`config.mk`:
```
export PLATFORM = sky130hd
export DESIGN_NAME = fetch_unit
export DESIGN_NICKNAME = d
export VERILOG_FILES = /design/src/rtl/fetch_unit.sv
export SDC_FILE = /design/constraint.sdc
export NUM_CORES = 1
export LEC_CHECK = 0
export ABC_AREA = 1
export BUFFER_PORTS_ARGS = -buffer_cell sky130_fd_sc_hd__buf_2
export CAP_MARGIN = 20
export CORE_MARGIN = 5
export CORE_UTILIZATION = 63
export DETAILED_ROUTE_END_ITERATION = 10
export MAX_ROUTING_LAYER = met4
export PLACE_DENSITY = 0.86
export SLEW_MARGIN = 20
export SYNTH_ARGS = -nofsm -noshare
export SYNTH_HDL_FRONTEND = slang
export SYNTH_SLANG_ARGS = --single-unit
```
`constraint.sdc`:
```
create_clock -name clk_i -period 28 [get_ports clk_i]
set_clock_uncertainty 0.1 [all_clocks]
set_input_delay 4.2 -clock clk_i [delete_from_list [all_inputs] [get_ports clk_i]]
set_output_delay 4.2 -clock clk_i [all_outputs]
set_load 0.02 [all_outputs]
```
`src/rtl/fetch_unit.sv`:
```
// Instruction fetch stage: owns the fetch PC, issues word reads over req/gnt/rvalid,
// and queues returned instructions with their PCs for decode in program order.
module fetch_unit #(
   parameter logic [31:0] RESET_PC = 32'h0000_0000,
   parameter int          DEPTH    = 4
) (
   input  logic        clk_i,
   input  logic        rst_i,
   output logic        imem_req_o,
   output logic [31:0] imem_addr_o,
   input  logic        imem_gnt_i,
   input  logic        imem_rvalid_i,
   input  logic [31:0] imem_rdata_i,
   input  logic        redirect_i,
   input  logic [31:0] redirect_pc_i,
   input  logic        stall_i,
   output logic        instr_valid_o,
   output logic [31:0] instr_o,
   output logic [31:0] pc_o,
   output logic [31:0] pc_plus4_o,
   output logic [6:0]  op_o,
   output logic [2:0]  funct3_o,
   output logic        funct7_b5_o
);
   localparam int AW = (DEPTH > 1) ? $clog2(DEPTH) : 1;
   localparam int CW = AW + 1;

   logic [31:0]      fpc_q, fpc_d;
   logic [AW-1:0]    head_q, head_d, tail_q, tail_d, fill_q, fill_d;
   logic [CW-1:0]    count_q, count_d, pend_q, pend_d;
   logic [7:0]       drop_q, drop_d;
   logic [DEPTH-1:0] filled_q, filled_d;
   logic [31:0]      pc_mem_q    [DEPTH];
   logic [31:0]      instr_mem_q [DEPTH];
   logic             xfer_s, pop_s, rv_drop_s, rv_fill_s;

   // count_q covers every reserved slot, filled or still awaiting data
   assign imem_req_o    = !rst_i && (count_q < CW'(DEPTH));
   assign imem_addr_o   = fpc_q;
   assign instr_valid_o = filled_q[head_q];
   assign instr_o       = instr_mem_q[head_q];
   assign pc_o          = pc_mem_q[head_q];
   assign pc_plus4_o    = pc_o + 32'd4;
   assign op_o          = instr_o[6:0];
   assign funct3_o      = instr_o[14:12];
   assign funct7_b5_o   = instr_o[30];

   always_comb begin
      xfer_s    = imem_req_o & imem_gnt_i;
      rv_drop_s = imem_rvalid_i && (drop_q != 8'd0);
      rv_fill_s = imem_rvalid_i && (drop_q == 8'd0) && (pend_q != {CW{1'b0}});
      pop_s     = instr_valid_o & ~stall_i;
      fpc_d     = fpc_q;
      head_d    = head_q;
      tail_d    = tail_q;
      fill_d    = fill_q;
      count_d   = count_q;
      pend_d    = pend_q;
      drop_d    = drop_q;
      filled_d  = filled_q;
      if (redirect_i) begin
         // everything still in flight after this cycle, including a grant now, must be dropped
         fpc_d    = {redirect_pc_i[31:2], 2'b00};
         head_d   = {AW{1'b0}};
         tail_d   = {AW{1'b0}};
         fill_d   = {AW{1'b0}};
         count_d  = {CW{1'b0}};
         pend_d   = {CW{1'b0}};
         filled_d = {DEPTH{1'b0}};
         drop_d   = drop_q - 8'(rv_drop_s) + 8'(pend_q) - 8'(rv_fill_s) + 8'(xfer_s);
      end else begin
         if (xfer_s) begin
            fpc_d  = fpc_q + 32'd4;
            tail_d = tail_q + 1'b1;
         end
         if (rv_fill_s) begin
            filled_d[fill_q] = 1'b1;
            fill_d           = fill_q + 1'b1;
         end
         if (pop_s) begin
            filled_d[head_q] = 1'b0;
            head_d           = head_q + 1'b1;
         end
         count_d = count_q + CW'(xfer_s) - CW'(pop_s);
         pend_d  = pend_q + CW'(xfer_s) - CW'(rv_fill_s);
         drop_d  = drop_q - 8'(rv_drop_s);
      end
   end

   always_ff @(posedge clk_i or posedge rst_i) begin
      if (rst_i) begin
         fpc_q    <= RESET_PC;
         head_q   <= {AW{1'b0}};
         tail_q   <= {AW{1'b0}};
         fill_q   <= {AW{1'b0}};
         count_q  <= {CW{1'b0}};
         pend_q   <= {CW{1'b0}};
         drop_q   <= 8'd0;
         filled_q <= {DEPTH{1'b0}};
      end else begin
         fpc_q    <= fpc_d;
         head_q   <= head_d;
         tail_q   <= tail_d;
         fill_q   <= fill_d;
         count_q  <= count_d;
         pend_q   <= pend_d;
         drop_q   <= drop_d;
         filled_q <= filled_d;
      end
   end

   always_ff @(posedge clk_i or posedge rst_i) begin
      if (rst_i) begin
         for (int i = 0; i < DEPTH; i++) begin
            pc_mem_q[i]    <= 32'd0;
            instr_mem_q[i] <= 32'd0;
         end
      end else begin
         if (!redirect_i && xfer_s) pc_mem_q[tail_q] <= fpc_q;
         if (!redirect_i && rv_fill_s) instr_mem_q[fill_q] <= imem_rdata_i;
      end
   end
endmodule
```
==> results.py, run 1 <==
metrics = {
    "synthesis": {
        "yosys.cell_types.count": 39,
        "yosys_warnings": 0,
        "synth_top_area_cell": "dfrtp_1",
        "synth_seq_area_share_pct": 47.9,
        "synth_top_cell_area_share_pct": 47.9,
        "syn_area_um2": 15800,
        "postSynthCellCount": 1945,
        "synth.ff_latch_count": 302,
        "ys_top_cells_by_area": "dfrtp_1 (48%), nand2_1 (13%), o21ai_0 (7.1%), o21a_1 (4.0%), inv_1 (3.9%)",
        "avgSynthCellArea_um2": 8.10,
    },
    "worst_setup_path": {
        "crit_type": "in -> out",
        "cp_max_fo": 3,
        "cp.required_ns": 23.70,
        "path_cells": "buf_2 -> nor2_2 -> buf_2",
        "crit_family": "buffers and inverters",
        "crit_slowest_cell": "nor2_2",
        "endpoint_kind": "primary output",
        "crit_arrival_ns": 4.74,
        "crit_path_start_kind": "primary input",
        "slowest_delay_ns": 0.20,
        "cp_num_buf_inv": 2,
        "critPathMostFrequentCell": "buf_2",
    },
    "pwr": {
        "total_power_mw": 1.43,
        "irDropWorstVdd_v": 0.0000571,
        "powerDensity_nw_per_um2": 80.6,
        "p_leak_nw": 8.70,
    },
    "floorplanning": {
        "die-area_um2": 28300,
        "rows": 57,
        "boundaryPins": 211,
        "die_h_um": 168,
        "die_x_um": 168,
        "core_region_area_um2": 24500,
        "initial_core_util_pct": 64.4,
    },
    "clocking": {
        "postCtsHoldBufs": 0,
        "cts_setup_buffers": 0,
        "cts_root_buffer": "clkbuf_16",
        "path_clk_slew_ns": 0.06,
        "post_cts_resized": 0,
        "clk_latency_ns": 0.57,
        "numCtsBuffers": 31,
        "cts_sinks": 302,
        "cts_tree": "done",
        "clock_path_buffers": 3,
        "htreeDepth": 1,
    },
    "timing": {
        "setup-violations-final": 0,
        "worst_slew_pin_slew_ns": 0.913,
        "hold_viol_final": 0,
        "rsz0062_at_grt": "no",
        "tns_ns": 0,
        "maxSlewViolCount": 0,
        "clock.fmax_ghz": 0.111,
        "finalCritPeriodShare_pct": 32.3,
        "slew_headroom_pct": 39.1,
        "period_needed_ns": 9.04,
    },
    "job": {
        "maxCapViolCount": 0,
    },
    "route": {
        "drt_iter0_drc": 1342,
        "wl_per_cell_um": 17.3,
        "vias": 13900,
        "wl_um": 41800,
        "via_per_inst": 5.75,
        "first_pass_iters": 7,
        "final_antenna_net_count": 0,
        "drc": 0,
    },
    "grt": {
        "grt-ovfl-total": 0,
        "antenna_found_initial": 0,
        "first_global_vias": 13700,
        "grt_first_pass_wirelength_um": 68500,
        "grt_use_total_pct": 30.1,
        "grt_max_degree": 192,
    },
    "outcome": {
        "status": "finished, final reports clean",
    },
    "placed_design": {
        "hpwl_um": 26900,
        "gp_congestion": 0.983,
        "dp_cells": 2368,
        "numPortBuffers": 202,
    },
    "finish": {
        "multi_input_area_um2": 6980,
        "fin_cells": 2425,
        "nFillCells": 1823,
        "finish.utilization_pct": 72.7,
        "area_growth_pct": 12.8,
        "drive_gt1_share_pct": 14.8,
        "fin_nets": 2180,
        "regArea_um2": 7560,
        "diodes": 0,
    },
    "min_path": {
        "hold_class": "reg -> reg",
    },
}
## logic make-up (layout without fill, tap and decap cells)
family / Yosys count / in the layout / share of synthesized area [%]
AOI/OAI and AO/OA: 397 / 397 / 14.8
xor gates and xnor gates: 55 / 55 / 3.06
adders and majority gates: 32 / 32 / 2.73
buffers and inverters: 291 / 442 / 8.04
DFF: 302 / 302 / 47.9
muxes: 24 / 24 / 1.70
other: 1 / 6 / 0.0238
and+or+nand+nor: 843 / 843 / 21.7
## per-stage QoR
step	hold slack (ns)	area [um2]	setup WS, ns
after global placement	0.361	16700	18.99
after global routing	0.399	17800	18.93
final	0.381	17800	18.96
after detailed placement	0.368	16700	18.98
after floorplan	0.348	15800	15.35
after CTS	0.383	17800	18.97
## cells in the final DEF (no fill, tap or decap), types with 22 or more instances in the layout
cell type and n:
ha_1 28, o22ai_1 35, o21a_1 84, dfrtp_1 300
nor2_1 160, mux2_2 22, xor2_1 48, clkbuf_16 31
nand2_1 557, inv_1 164, buf_2 202, o21ai_0 225
nand3_1 76
## cells in the mapped netlist (all sizes together)
library cell and instances:
o211ai 17, nor3b 2, clkbuf 52, dfrtp 302, xnor2 7, o21a 84
o22ai 35, a21oi 15, o21bai 1, a221oi 4, mux2 22, clkinv 1
nand2 557, nand3 80, inv 169, o21ai 231, nor4 1, mux2i 2
and2 1, conb 1, ha 28, buf 69, a31oi 2, nor2 169
fa 4, xor2 48, nor3 19, o221ai 8, nand4 6, nand3b 8
## path summary, 6_finish.rpt
check / start / to / slack (ns) / cells after the start
setup reg to reg: drop_q[3] / drop_q[6] / 24.33 / 21
hold reg to reg: instr_mem_q[87] / instr_mem_q[87] / 0.38 / 2
hold / removal: instr_mem_q[87] / instr_mem_q[87] / 0.38 / 2
max in group asynchronous: rst_i / pc_mem_q[117] / 22.71 / 4
min in group asynchronous: rst_i / instr_mem_q[122] / 3.68 / 2
setup / recovery: rst_i / imem_req_o / 18.96 / 3
## worst min-delay path: stages, from the launching register on
cell     delay (ns)
dfrtp_1        0.34
nand2_1        0.05
o21ai_0        0.06
## layer usage
metal | vias up | part of all wire, % | global-route usage [%]
met3 | 92 | 8.5 | 4.60
met5 | - | 0 | -
met2 | 611 | 49 | 49.1
li1 | 6523 | - | -
met4 | 0 | 2.9 | 9.14
met1 | 6713 | 40 | 39.5
## area by class of cell
type | count | share of cell area (%)
sequential | 302 | 42.5
multi-input combinational | 1357 | 39.3
timing repair buffer | 216 | 6.46
clock buffer | 50 | 5.38
inverter | 170 | 3.65
tap | 324 | 2.28
clock inverter | 6 | 0.422
## sequential cells by signal, indices dropped and copies added, names as in the netlist, 3 cells and up
signal       count
pc_mem_q       120
drop_q           8
pend_q           3
filled_q         4
imem_addr_o     30
instr_mem_q    128
count_q          3
## power breakdown
part / internal, mW / leakage [nW] / total (mW) / switching (mW)
clock: 0.242 / 0.503 / 0.415 / 0.172
combinational: 0.163 / 4.25 / 0.457 / 0.294
sequential: 0.510 / 3.95 / 0.560 / 0.0503
total: 0.915 / 8.70 / 1.43 / 0.517
Power figures use the tool's default switching activity.
==> run 2, diff against run 1 <==
CORE_UTILIZATION = 53   (was 63)
PLACE_DENSITY = 0.77   (was 0.86)
clock period = 7.95 ns   (was 28 ns; I/O delays follow)
==> run 2 against run 1 <==
  * Die area is 18% higher
  * Sequential power grew to 3.5 times the previous value
  * Worst setup slack got worse by 16 ns
  * Non-clock buffer count rose by 1
==> results.py, run 2 (synthesized netlist as in run 1, its figures left out) <==
metrics = {
    "outcome": {
        "status": "finished, final reports clean",
    },
    "timing": {
        "rsz0062_at_grt": "no",
        "hold_viol_final": 0,
        "tns_ns": 0,
        "clock.fmax_ghz": 0.184,
        "slew_headroom_pct": 40.9,
        "worst_slew_pin_slew_ns": 0.885,
        "maxSlewViolCount": 0,
        "setup-violations-final": 0,
        "finalCritPeriodShare_pct": 68.4,
        "period_needed_ns": 5.44,
    },
    "finish": {
        "multi_input_area_um2": 6980,
        "final_cell_mix": "nand2_1 (557), dfrtp_1 (300), o21ai_0 (225)",
        "diodes": 0,
        "final_common_cell": "nand2_1",
        "design_area_um2": 17900,
        "regMostFlops": "instr_mem_q",
        "regArea_um2": 7560,
        "largest_register_ffs": 128,
        "fin_nets": 2184,
        "nFillCells": 2585,
        "area_growth_pct": 13.7,
        "drive_gt1_share_pct": 15.0,
    },
    "route": {
        "vias": 13600,
        "via_per_inst": 5.44,
        "wl_per_cell_um": 16.4,
        "final_antenna_net_count": 0,
        "wl_um": 40900,
        "drc": 0,
        "first_pass_iters": 8,
        "drt_iter0_drc": 1227,
    },
    "placed_design": {
        "gp_congestion": 0.979,
        "hpwl_um": 26800,
        "numPortBuffers": 202,
        "place_area_um2": 16800,
    },
    "min_path": {
        "hold_end": "instr_mem_q[39]",
        "min_delay_path_depth": 2,
        "hold_class": "reg -> reg",
        "hp-start": "instr_mem_q[39]",
    },
    "worst_setup_path": {
        "rr_startpoint": "drop_q[3]",
        "reg2reg_slack_ns": 4.48,
        "crit_type": "reg -> out",
        "cp_max_fo": 75,
        "crit_path_start_kind": "flip-flop",
        "reg2reg_depth": 24,
        "crit_arrival_ns": 4.15,
        "r2r-end": "drop_q[7]",
        "cp.required_ns": 6.66,
        "endpoint_kind": "primary output",
    },
    "floorplanning": {
        "die_x_um": 182,
        "rows": 63,
        "core_region_area_um2": 29500,
        "initial_core_util_pct": 53.5,
        "boundaryPins": 211,
        "die_h_um": 182,
        "die-area_um2": 33300,
    },
    "pwr": {
        "irDropWorstVdd_v": 0.000144,
        "p_leak_nw": 8.74,
        "powerDensity_nw_per_um2": 283,
        "total_power_mw": 5.07,
    },
    "clocking": {
        "numCtsBuffers": 34,
        "post_cts_resized": 0,
        "clk_latency_ns": 0.51,
        "cts_root_buffer": "clkbuf_16",
        "postCtsHoldBufs": 0,
        "htreeDepth": 2,
        "cts_sinks": 302,
        "cts_tree": "done",
        "cts_setup_buffers": 0,
        "clock_path_buffers": 3,
        "path_clk_slew_ns": 0.06,
    },
    "grt": {
        "grt_use_total_pct": 25.0,
        "antenna_found_initial": 0,
        "grt_first_pass_wirelength_um": 66800,
        "first_global_vias": 13400,
        "grt-ovfl-total": 0,
        "grt_max_degree": 188,
    },
    "job": {
        "maxCapViolCount": 0,
    },
}
==> run 2: cell types whose count changed in the layout (fill, tap and decap cells not counted), sizes merged <==
cell	change
clkbuf	-1
buf	+1
clkinvlp	-1
clkinv	+4
==> run 2: metal layers <==
layer	track usage, %	vias to the layer above	part of all wire [%]
met3	3.71	93	6.1
met4	9.52	0	3.6
met1	32.1	6492	42
met5	-	-	0
met2	40.4	458	48
li1	-	6528	-
==> run 2: worst max path at each step <==
stage | startpoint | end | slack (ns)
after floorplan | rst_i | count_q[0] | 2.64
after global placement | head_q[0] | pc_plus4_o[31] | 3.13
after detailed placement | head_q[0] | pc_plus4_o[31] | 3.13
after CTS | head_q[0] | pc_plus4_o[31] | 2.52
after global routing | head_q[0] | pc_plus4_o[31] | 2.18
final | head_q[0] | pc_plus4_o[31] | 2.51
==> run 2: metrics by stage <==
stage / std cells / util [%] / setup slack [ns] / hold WS, ns
after detailed placement: 2435 / 57.0 / 3.13 / 0.368
after CTS: 2493 / 60.7 / 2.52 / 0.382
after global placement: 2435 / 57.0 / 3.13 / 0.361
final: 2494 / 60.8 / 2.51 / 0.381
after floorplan: 1950 / - / 2.64 / 0.348
after global routing: 2494 / 60.8 / 2.18 / 0.393
==> run 2: power breakdown <==
part | switching (mW) | internal, mW | total [mW]
Combinational | 1.02 | 0.573 | 1.59
Clock | 0.609 | 0.905 | 1.51
Sequential | 0.170 | 1.80 | 1.97
Total | 1.80 | 3.27 | 5.07
==> run 2: final cells by class <==
class                           instances  area share [%]
Inverter                              170            3.60
Timing Repair Buffer                  217            6.45
Multi-Input combinational cell       1357            39.0
Sequential cell                       302            42.2
Clock buffer                           49            5.56
Tap cell                              390            2.72
Clock inverter                          9           0.496
==> run 2: worst max-delay path, stage by stage, from the launching register on <==
cell	delay (ns)
dfrtp_4	0.72
inv_4	0.62
buf_4	0.75
nand2_1	0.13
nand3_1	0.11
nand2_1	0.22
nor2_1	0.25
nand2_1	0.12
nor2_1	0.16
inv_1	0.05
nor2_1	0.16
nand2_1	0.07
nand2_1	0.05
nand2_1	0.05
buf_2	0.15
==> run 3, diff against run 2 <==
CORE_UTILIZATION = 58   (was 53)
PLACE_DENSITY = 0.8   (was 0.77)
clock period = 5.57 ns   (was 7.95 ns; I/O delays follow)
==> run 3 against run 2 <==
  * Critical path depth fell by 2
  * Register-to-register slack got worse by 2.4 ns
  * Critical endpoint unchanged
  * Global-route usage rose by 2.8 points
  * First-iteration DRC count fell by 3.4%
  * Total power rose by 43%
  * Design area fell by 0.68%
==> results.py, run 3 (synthesized netlist as in run 1, its figures left out) <==
metrics = {
    "placed_design": {
        "place_area_um2": 16800,
        "gp_congestion": 0.960,
        "dp_cells": 2388,
        "hpwl_um": 27100,
        "numPortBuffers": 202,
    },
    "clocking": {
        "cts_tree": "done",
        "cts_setup_buffers": 0,
        "clk_latency_ns": 0.56,
        "htreeDepth": 1,
        "path_clk_slew_ns": 0.07,
        "clock_path_buffers": 3,
        "postCtsHoldBufs": 0,
        "cts_root_buffer": "clkbuf_16",
        "post_cts_resized": 0,
        "cts_sinks": 302,
        "numCtsBuffers": 31,
    },
    "timing": {
        "tns_ns": 0,
        "slew_headroom_pct": 31.2,
        "setup-violations-final": 0,
        "maxSlewViolCount": 0,
        "worst_slew_pin_slew_ns": 1.03,
        "period_needed_ns": 4.69,
        "finalCritPeriodShare_pct": 84.3,
        "rsz0062_at_grt": "no",
        "hold_viol_final": 0,
        "clock.fmax_ghz": 0.213,
        "holdWs_ns": 0.378,
    },
    "pwr": {
        "p_leak_nw": 8.71,
        "irDropWorstVdd_v": 0.000247,
        "powerDensity_nw_per_um2": 407,
    },
    "grt": {
        "antenna_found_initial": 0,
        "first_global_vias": 13600,
        "grt_first_pass_wirelength_um": 68500,
        "grt-ovfl-total": 0,
        "grt_max_degree": 127,
        "grt_use_total_pct": 27.7,
    },
    "floorplanning": {
        "rows": 60,
        "die-area_um2": 30600,
        "die_x_um": 175,
        "boundaryPins": 211,
        "core_region_area_um2": 26900,
        "die_h_um": 175,
        "initial_core_util_pct": 58.6,
    },
    "route": {
        "wl_met3_um": 2980,
        "final_antenna_net_count": 0,
        "wl_per_cell_um": 17.0,
        "wl_um": 41600,
        "first_pass_iters": 6,
        "via_per_inst": 5.61,
        "drc": 0,
        "wl_met1_um": 17200,
        "drt_iter0_drc": 1185,
        "wl_met2_um": 20200,
        "vias": 13700,
        "topRoutingLayerUsed": "met4",
    },
    "worst_setup_path": {
        "crit_type": "reg -> out",
        "crit_slowest_cell": "inv_4",
        "path_cells": "inv_4 -> buf_4 -> o211ai_1 -> nand2_1 -> nand2_1 -> nor2_1 -> nand2_1 -> nor2_1 -> nand2_1 -> nand2_1 -> nand2_1 -> buf_2",
        "slowest_delay_ns": 0.80,
        "cp_num_buf_inv": 3,
        "crit_start": "head_q[0]",
        "critPathMostFrequentCell": "nand2_1",
        "crit_path_start_kind": "flip-flop",
        "rr_startpoint": "drop_q[3]",
        "cp.required_ns": 4.63,
        "endpoint_kind": "primary output",
        "cp_max_fo": 100,
        "crit_family": "buffers and inverters",
        "crit_arrival_ns": 3.76,
    },
    "finish": {
        "final_common_cell": "nand2_1",
        "diodes": 0,
        "regMostFlops": "instr_mem_q",
        "largest_register_ffs": 128,
        "design_area_um2": 17800,
        "area_growth_pct": 12.9,
        "fin_cells": 2442,
        "final_cell_mix": "nand2_1 (557), dfrtp_1 (300), o21ai_0 (225)",
        "drive_gt1_share_pct": 14.8,
        "nFillCells": 2233,
        "fin_nets": 2182,
    },
    "min_path": {
        "hold_class": "in -> async",
    },
    "job": {
        "maxCapViolCount": 0,
    },
    "outcome": {
        "status": "finished, final reports clean",
    },
}
[run 3: layout make-up]
class | instances | area, um2 | area share (%)
multi-input combinational | 1357 | 6980 | 39.2
inverter | 170 | 644 | 3.62
sequential | 302 | 7560 | 42.5
tap | 341 | 427 | 2.40
timing repair buffer | 218 | 1140 | 6.43
clock inverter | 9 | 149 | 0.837
clock buffer | 45 | 888 | 4.99
[run 3: power by group]
part / total [mW] / internal, mW / switching (mW)
clock network: 2.12 / 1.28 / 0.841
registers: 2.82 / 2.56 / 0.253
logic: 2.30 / 0.817 / 1.48
total: 7.24 / 4.66 / 2.58
[run 3: worst reg2reg max path, stage by stage (launching register included)]
cell	delay, ns
dfrtp_1	0.46
nor2_4	0.08
nand2_1	0.13
nor2_1	0.08
nor2_1	0.09
ha_1	0.25
ha_1	0.24
inv_1	0.06
nor2_1	0.25
nor2_1	0.13
ha_1	0.28
inv_1	0.04
ha_1	0.34
inv_1	0.05
o21ai_0	0.14
a21oi_1	0.13
o21ai_0	0.23
nand2_1	0.10
nand2_1	0.07
nand2_1	0.04
nand3_1	0.06
nand2_1	0.06
[run 3: worst paths after layout]
path / endpoint / slack (ns) / cells past startpoint
worst min register to register: instr_mem_q[68] / 0.38 / 2
max in group asynchronous: pc_mem_q[117] / 3.86 / 3
worst max-delay path: pc_plus4_o[31] / 0.88 / 12
worst min-delay path: imem_addr_o[26] / 0.38 / 2
min in group clk_i: instr_mem_q[68] / 0.38 / 2
worst max register to register: drop_q[6] / 2.06 / 21
[run 3: stage by stage]
step                      power [mW]  setup slack [ns]  utilization, %
after CTS                       7.25             0.873            66.2
after detailed placement        5.11              1.47            62.4
after global placement          5.02              1.50            62.4
after global routing            7.66             0.601            66.2
final                           7.24             0.877            66.2
after floorplan                 4.44             0.619               -
[run 3: routing by layer]
metal	global-route usage, %	vias up
li1	-	6533
met1	36.0	6543
met2	45.4	524
met3	4.28	89
met4	8.81	0
met5	-	-
